File: src/rtl/nes_bus_pkg.sv
// CPU-side bus address map and shared types for the bus initiators.
package nes_bus_pkg;

  localparam logic [15:0] ADDR_PPU_CTRL     = 16'h2000;
  localparam logic [15:0] ADDR_PPU_MASK     = 16'h2001;
  localparam logic [15:0] ADDR_PPU_STATUS   = 16'h2002;
  localparam logic [15:0] ADDR_SPR_RAM_ADDR = 16'h2003;
  localparam logic [15:0] ADDR_SPR_RAM_DATA = 16'h2004;
  localparam logic [15:0] ADDR_PPU_SCROLL   = 16'h2005;
  localparam logic [15:0] ADDR_PPU_ADDR     = 16'h2006;
  localparam logic [15:0] ADDR_PPU_DATA     = 16'h2007;
  localparam logic [15:0] ADDR_SPR_RAM_DMA  = 16'h4014;
  localparam logic [15:0] ADDR_APU_STATUS   = 16'h4015;
  localparam logic [15:0] ADDR_JOYPAD1      = 16'h4016;
  localparam logic [15:0] ADDR_JOYPAD2      = 16'h4017;
  localparam logic [15:0] ADDR_ROM_BASE     = 16'h8000;

  localparam int SPR_XFER_LEN = 256;

  typedef enum logic [2:0] {
    DMA_IDLE,
    DMA_HALT,
    DMA_ALIGN,
    DMA_READ,
    DMA_WRITE
  } dma_state_t;

endpackage

File: src/rtl/spr_dma_master.sv
// Sprite-RAM DMA bus initiator: halts the CPU and copies one 256-byte page into 2004h.
//
// state     | meaning
// DMA_IDLE  | CPU bus passes straight through to the decoder
// DMA_HALT  | CPU halted, dummy cycle
// DMA_ALIGN | extra dummy cycle so the first read lands on an even cycle
// DMA_READ  | read {page,idx} into dbuf
// DMA_WRITE | write dbuf to 2004h, advance idx or finish
module spr_dma_master
  import nes_bus_pkg::*;
#(
  parameter logic [15:0] DMA_REG_ADDR  = ADDR_SPR_RAM_DMA,
  parameter logic [15:0] OAM_DATA_ADDR = ADDR_SPR_RAM_DATA,
  parameter int          XFER_LEN      = SPR_XFER_LEN
) (
  input  logic        clk,
  input  logic        rst_n,
  input  logic [15:0] cpu_addr_out,
  input  logic [7:0]  cpu_data_out,
  input  logic        cpu_wen,
  input  logic        cpu_ren,
  output logic [7:0]  cpu_data_in,
  output logic        cpu_rdy,
  output logic [15:0] addr_out,
  output logic [7:0]  data_out,
  output logic        wen,
  output logic        ren,
  input  logic [7:0]  mem_data_in,
  output logic        dma_busy
);

  localparam int IDX_W = $clog2(XFER_LEN);
  localparam logic [IDX_W-1:0] IDX_LAST = IDX_W'(XFER_LEN - 1);

  dma_state_t       state, state_next;
  logic [7:0]       page;
  logic [IDX_W-1:0] idx;
  logic [7:0]       dbuf;
  logic             cyc_odd;
  logic             trigger;
  logic [15:0]      src_addr;

  assign trigger     = cpu_wen && (cpu_addr_out == DMA_REG_ADDR);
  // idx never carries into page, so the source stays inside one page
  assign src_addr    = {page, idx};
  assign cpu_data_in = mem_data_in;

  always_ff @(posedge clk or negedge rst_n) begin
    if (!rst_n) begin
      state   <= DMA_IDLE;
      page    <= '0;
      idx     <= '0;
      dbuf    <= '0;
      cyc_odd <= 1'b0;
    end else begin
      cyc_odd <= ~cyc_odd;
      state   <= state_next;
      if (state == DMA_IDLE && trigger)
        page <= cpu_data_out;
      if (state == DMA_READ)
        dbuf <= mem_data_in;
      if (state == DMA_WRITE)
        idx <= (idx == IDX_LAST) ? '0 : idx + 1'b1;
    end
  end

  always_comb begin
    state_next = state;
    addr_out   = cpu_addr_out;
    data_out   = cpu_data_out;
    wen        = cpu_wen;
    ren        = cpu_ren;
    cpu_rdy    = 1'b1;
    dma_busy   = 1'b0;

    case (state)
      DMA_IDLE: begin
        if (trigger)
          state_next = DMA_HALT;
      end
      DMA_HALT, DMA_ALIGN: begin
        addr_out = src_addr;
        data_out = dbuf;
        wen      = 1'b0;
        ren      = 1'b0;
        cpu_rdy  = 1'b0;
        dma_busy = 1'b1;
        // HALT on an odd cycle means the following cycle is already even
        if (state == DMA_HALT && !cyc_odd)
          state_next = DMA_ALIGN;
        else
          state_next = DMA_READ;
      end
      DMA_READ: begin
        addr_out   = src_addr;
        data_out   = dbuf;
        wen        = 1'b0;
        ren        = 1'b1;
        cpu_rdy    = 1'b0;
        dma_busy   = 1'b1;
        state_next = DMA_WRITE;
      end
      DMA_WRITE: begin
        addr_out   = OAM_DATA_ADDR;
        data_out   = dbuf;
        wen        = 1'b1;
        ren        = 1'b0;
        cpu_rdy    = 1'b0;
        dma_busy   = 1'b1;
        state_next = (idx == IDX_LAST) ? DMA_IDLE : DMA_READ;
      end
      default: begin
        state_next = DMA_IDLE;
      end
    endcase
  end

endmodule
File: config.mk
export PLATFORM = sky130hd
export DESIGN_NAME = spr_dma_master
export DESIGN_NICKNAME = d
export VERILOG_FILES = /design/src/rtl/nes_bus_pkg.sv /design/src/rtl/spr_dma_master.sv
export SDC_FILE = /design/constraint.sdc
export NUM_CORES = 1
export LEC_CHECK = 0
export CORE_MARGIN = 2
export CORE_UTILIZATION = 39
export DETAILED_ROUTE_END_ITERATION = 16
export PLACE_DENSITY = 0.77
export REMOVE_ABC_BUFFERS = 1
export SLEW_MARGIN = 5
export SYNTH_ARGS = -nofsm -noshare
export SYNTH_HDL_FRONTEND = slang
export SYNTH_SLANG_ARGS = --single-unit
File: constraint.sdc
create_clock -name clk -period 1.5 [get_ports clk]
set_input_delay 0.15 -clock clk [delete_from_list [all_inputs] [get_ports clk]]
set_output_delay 0.15 -clock clk [all_outputs]
set_load 0.005 [all_outputs]
==> metrics.md <==
| Metric | Value |
|---|---|
| Top delay family on crit path | buffers and inverters |
| RSZ-0062 raised after global routing | true |
| Fin Hold WS | 244 ps |
| Global route overflow | 0 |
| Pleak | 0.00175 uW |
| # diodes | 0 |
| Cell taking the most area after synthesis | dfrtp_1 |
| Dominant cells by area after synthesis | dfrtp_1 (40%), mux2_2 (10%), nand2_1 (9.8%) |
| Die area | 0.00507 mm^2 |
| Num CTS Buffers | 3 |
| Final worst slack | -507 ps |
| Vias post-DR | 1925 |
| Clock insertion delay at the later pin of the skew report | 280 ps |
| CTS tree | yes |
| R2R Path End | idx[5] |
| Chip width | 71.2 um |
| Antenna violations before repair | 0 |
| Setup Viol. Count Final | 45 |
| Final core utilization | 0.780 |
| Post-Synth XOR/XNOR Area | 0.0391 |
| Worst path bufs/invs | 4 |
| Number of placed instances with taps included | 319 |
| CP max stage delay | 430 ps |
| R2r startpoint | state[2] |
| Most used cell, CP | buf_6 |
| Post-synth EDFFs | 0 |
| Drt wl/cell | 18.9 um |
| Highest clock rate | 498 MHz |
| Slew headroom | 0.744 |
| Max Cap Viol | 0 |
| Status | complete, but fails checks |
| Initial DRC count | 89 |
| Storage element area | 701 um^2 |
| Yosys cell types | 39 |
| Vias in the first global route | 2095 |
| I/O Buffers | 71 |
| Worst-path clk slew | 100 ps |
| Clock H-tree levels | 1 |
| GP Congestion | 0.756 |
| Hold bufs inserted after CTS | 0 |
| Largest fanout on the critical path | 6 |
| Compound-gate portion of the synthesized area | 0.0888 |
| Source of the critical timing path | state[1] |
| Critical Path Stages | 7 |
| Row cnt | 24 |
| Max-slew violation count | 0 |
| Tcrit/Tclk final | 1.34 |
| I/O Pins | 72 |
| Final min period | 2010 ps |
| Peak supply drop | 0.510 mV |
| Pwr per Cell Area | 488 mW/mm^2 |
| Synth Register Bits | 28 |
| Crit-path cells | nor2_4, buf_12, xnor2_4, buf_6, buf_6, mux2_4, buf_6 |
| Post-synthesis mux area share | 0.193 |
| Crit-path slowest cell | dfrtp_1 |
| Final HPWL from detailed placement | 3620 um |
| R2r setup slk | -190 ps |
| Die H | 71.2 um |
| Worst EP required | 1350 ps |
| Syn Inst Count | 185 |
| Max Root-Sink Buffers | 2 |
| Hold crit path type | in2async |
| # DRC | 0 |
| Starting density of the core | 0.404 |
| Fraction of layout cells with a size suffix above 1 | 0.472 |
| Slew @ Worst Pin | 384 ps |
| Area taken by multi-input logic gates | 0.00117 mm^2 |
| First-pass GRT wire length | 10400 um |
| Crit. End Element | output port |
| Top-area cell type share of the netlist area | 0.398 |
| Core Box Area | 0.00435 mm^2 |
| Post-synthesis sequential area ratio | 0.398 |
| Final layout net count | 343 |
| Worst R2R Path Depth | 8 |
| Clock sink count | 28 |
| Most used flip-flop cell after synthesis | dfrtp_1 |
| Critical path startpoint category | register |
| Post-route ant nets | 0 |
| Routed wire length | 6750 um |
| Synth Area in Adders | 0.0128 |
| Crit path to | data_out[1] |
| Syn-to-layout area delta | 93.0% |
| First-pass DRT Iterations | 4 |
| Mean post-synth cell area | 9.52 um^2 |
| Simple logic cell fraction of the synthesized area | 0.203 |
| Failing checks | negative setup slack |
| Largest net degree at the start of global routing | 29 |
| Worst Skew | 7.26 ps |
| Yosys warnings | 0 |
| Fin. Hold Viols | 0 |
| FILL cells | 250 |
| Post-Layout Cell Count | 357 |
| Post-Syn Area | 0.00176 mm^2 |
| CTS root buf | clkbuf_8 |
| Largest family of logic cells by synthesized area | simple AND/OR/NAND/NOR gates |
| Synth async-reset ratio | 1.00 |
| Via density | 5.39 |
| Worst Path Arrival | 1860 ps |
| CP Class | reg2out |
| Total GRT Usage | 0.264 |
[synth_stat cells, types with 2 or more instances]
cell and count:
and2_1 3, mux2_2 16, nor3b_1 2, inv_1 3, o22ai_1 14, xnor2_1 5, nand2_1 46, nor4_1 2
mux2i_1 16, nand4_1 2, buf_2 2, nor4b_1 2, a31oi_1 2, o21ai_0 4, dfrtp_1 28, nor2_1 3
clkbuf_1 5, buf_4 9
[area by class of cell]
type / count / area share
inverter: 4 / 0.00516
timing repair buffer: 133 / 0.404
tap: 52 / 0.0192
clock buffer: 3 / 0.0122
clock inverter: 1 / 0.00884
sequential: 28 / 0.206
multi-input combinational: 136 / 0.345
[state kept, by name, indices dropped and copies added (netlist names)]
register  cells
dbuf          8
idx           8
page          8
state         3
cyc_odd       1
[per-layer routing]
layer	part of all wire	vias to the layer above	global-route usage
met2	0.53	73	0.476
met3	0.048	18	0.0570
met1	0.41	937	0.305
met4	0.020	0	0.0922
met5	0	-	0
li1	-	897	-
[metrics by stage]
step / area (um^2) / total power, uW / TNS (ps) / setup WS [ps]
after floorplan: 1660 / 829 / -16030 / -543
final: 3400 / 1660 / -12710 / -507
after global routing: 3400 / 1730 / -14560 / -542
after global placement: 2650 / 1030 / -11180 / -483
after CTS: 3230 / 1650 / -10560 / -419
after detailed placement: 2650 / 1030 / -12940 / -535
[worst register-to-register path: cells and delay by family (launching register included)]
family                 cells  cell delay [ps]
buffers and inverters      4              520
flip-flops                 1              370
AND/OR/NAND/NOR            2              350
AO/OA/AOI/OAI              1              200
XOR/XNOR                   1              170
[worst min path at each step]
stage	from	to	slack (ps)	cells past startpoint
6_report	rst_n	idx[7]	240	2
4_1_cts	rst_n	idx[5]	260	2
3_3_place_gp	cyc_odd	cyc_odd	390	1
5_1_grt	rst_n	idx[6]	270	2
2_1_floorplan	rst_n	cyc_odd	-150	0
3_5_place_dp	cyc_odd	cyc_odd	400	1
[power by group]
part	switching (uW)	leakage (uW)	internal, uW
clock network	256	0.0000357	358
logic	99.0	0.00137	174
registers	5.87	0.000346	765
[cell families (layout without fill, tap and decap cells)]
group / Yosys count / after routing
DFF: 28 / 28
adders and majority gates: 2 / 2
and+or+nand+nor: 70 / 70
muxes: 32 / 32
buffers and inverters: 21 / 141
AOI/OAI and AO/OA: 25 / 25
xor gates and xnor gates: 7 / 7
[timing repair]
action	4_1_cts	5_1_grt
setup buffers	27	6
resized for setup	177	45
cloned	5	0
pin swaps	22	22
setup endpoints to repair	43	46
[layout by cell type (no fill, tap or decap), types with 2 or more instances in the layout]
cell	netlist	layout
a31oi_1	2	2
and2_4	0	2
buf_12	0	5
buf_16	0	5
buf_2	2	17
buf_4	9	29
buf_6	0	32
clkbuf_8	0	3
clkdlybuf4s50_1	0	35
dfrtp_1	28	28
dlymetal6s2s_1	0	8
inv_1	3	2
mux2_4	0	15
mux2i_1	16	11
mux2i_2	0	3
mux2i_4	0	2
nand2_1	46	42
nand2_2	0	4
nand4_1	2	2
nor2_1	3	2
nor4_4	1	2
o21ai_2	0	4
o22ai_1	14	12
o22ai_2	0	2
xnor2_1	5	4
Power figures use the tool's default switching activity.
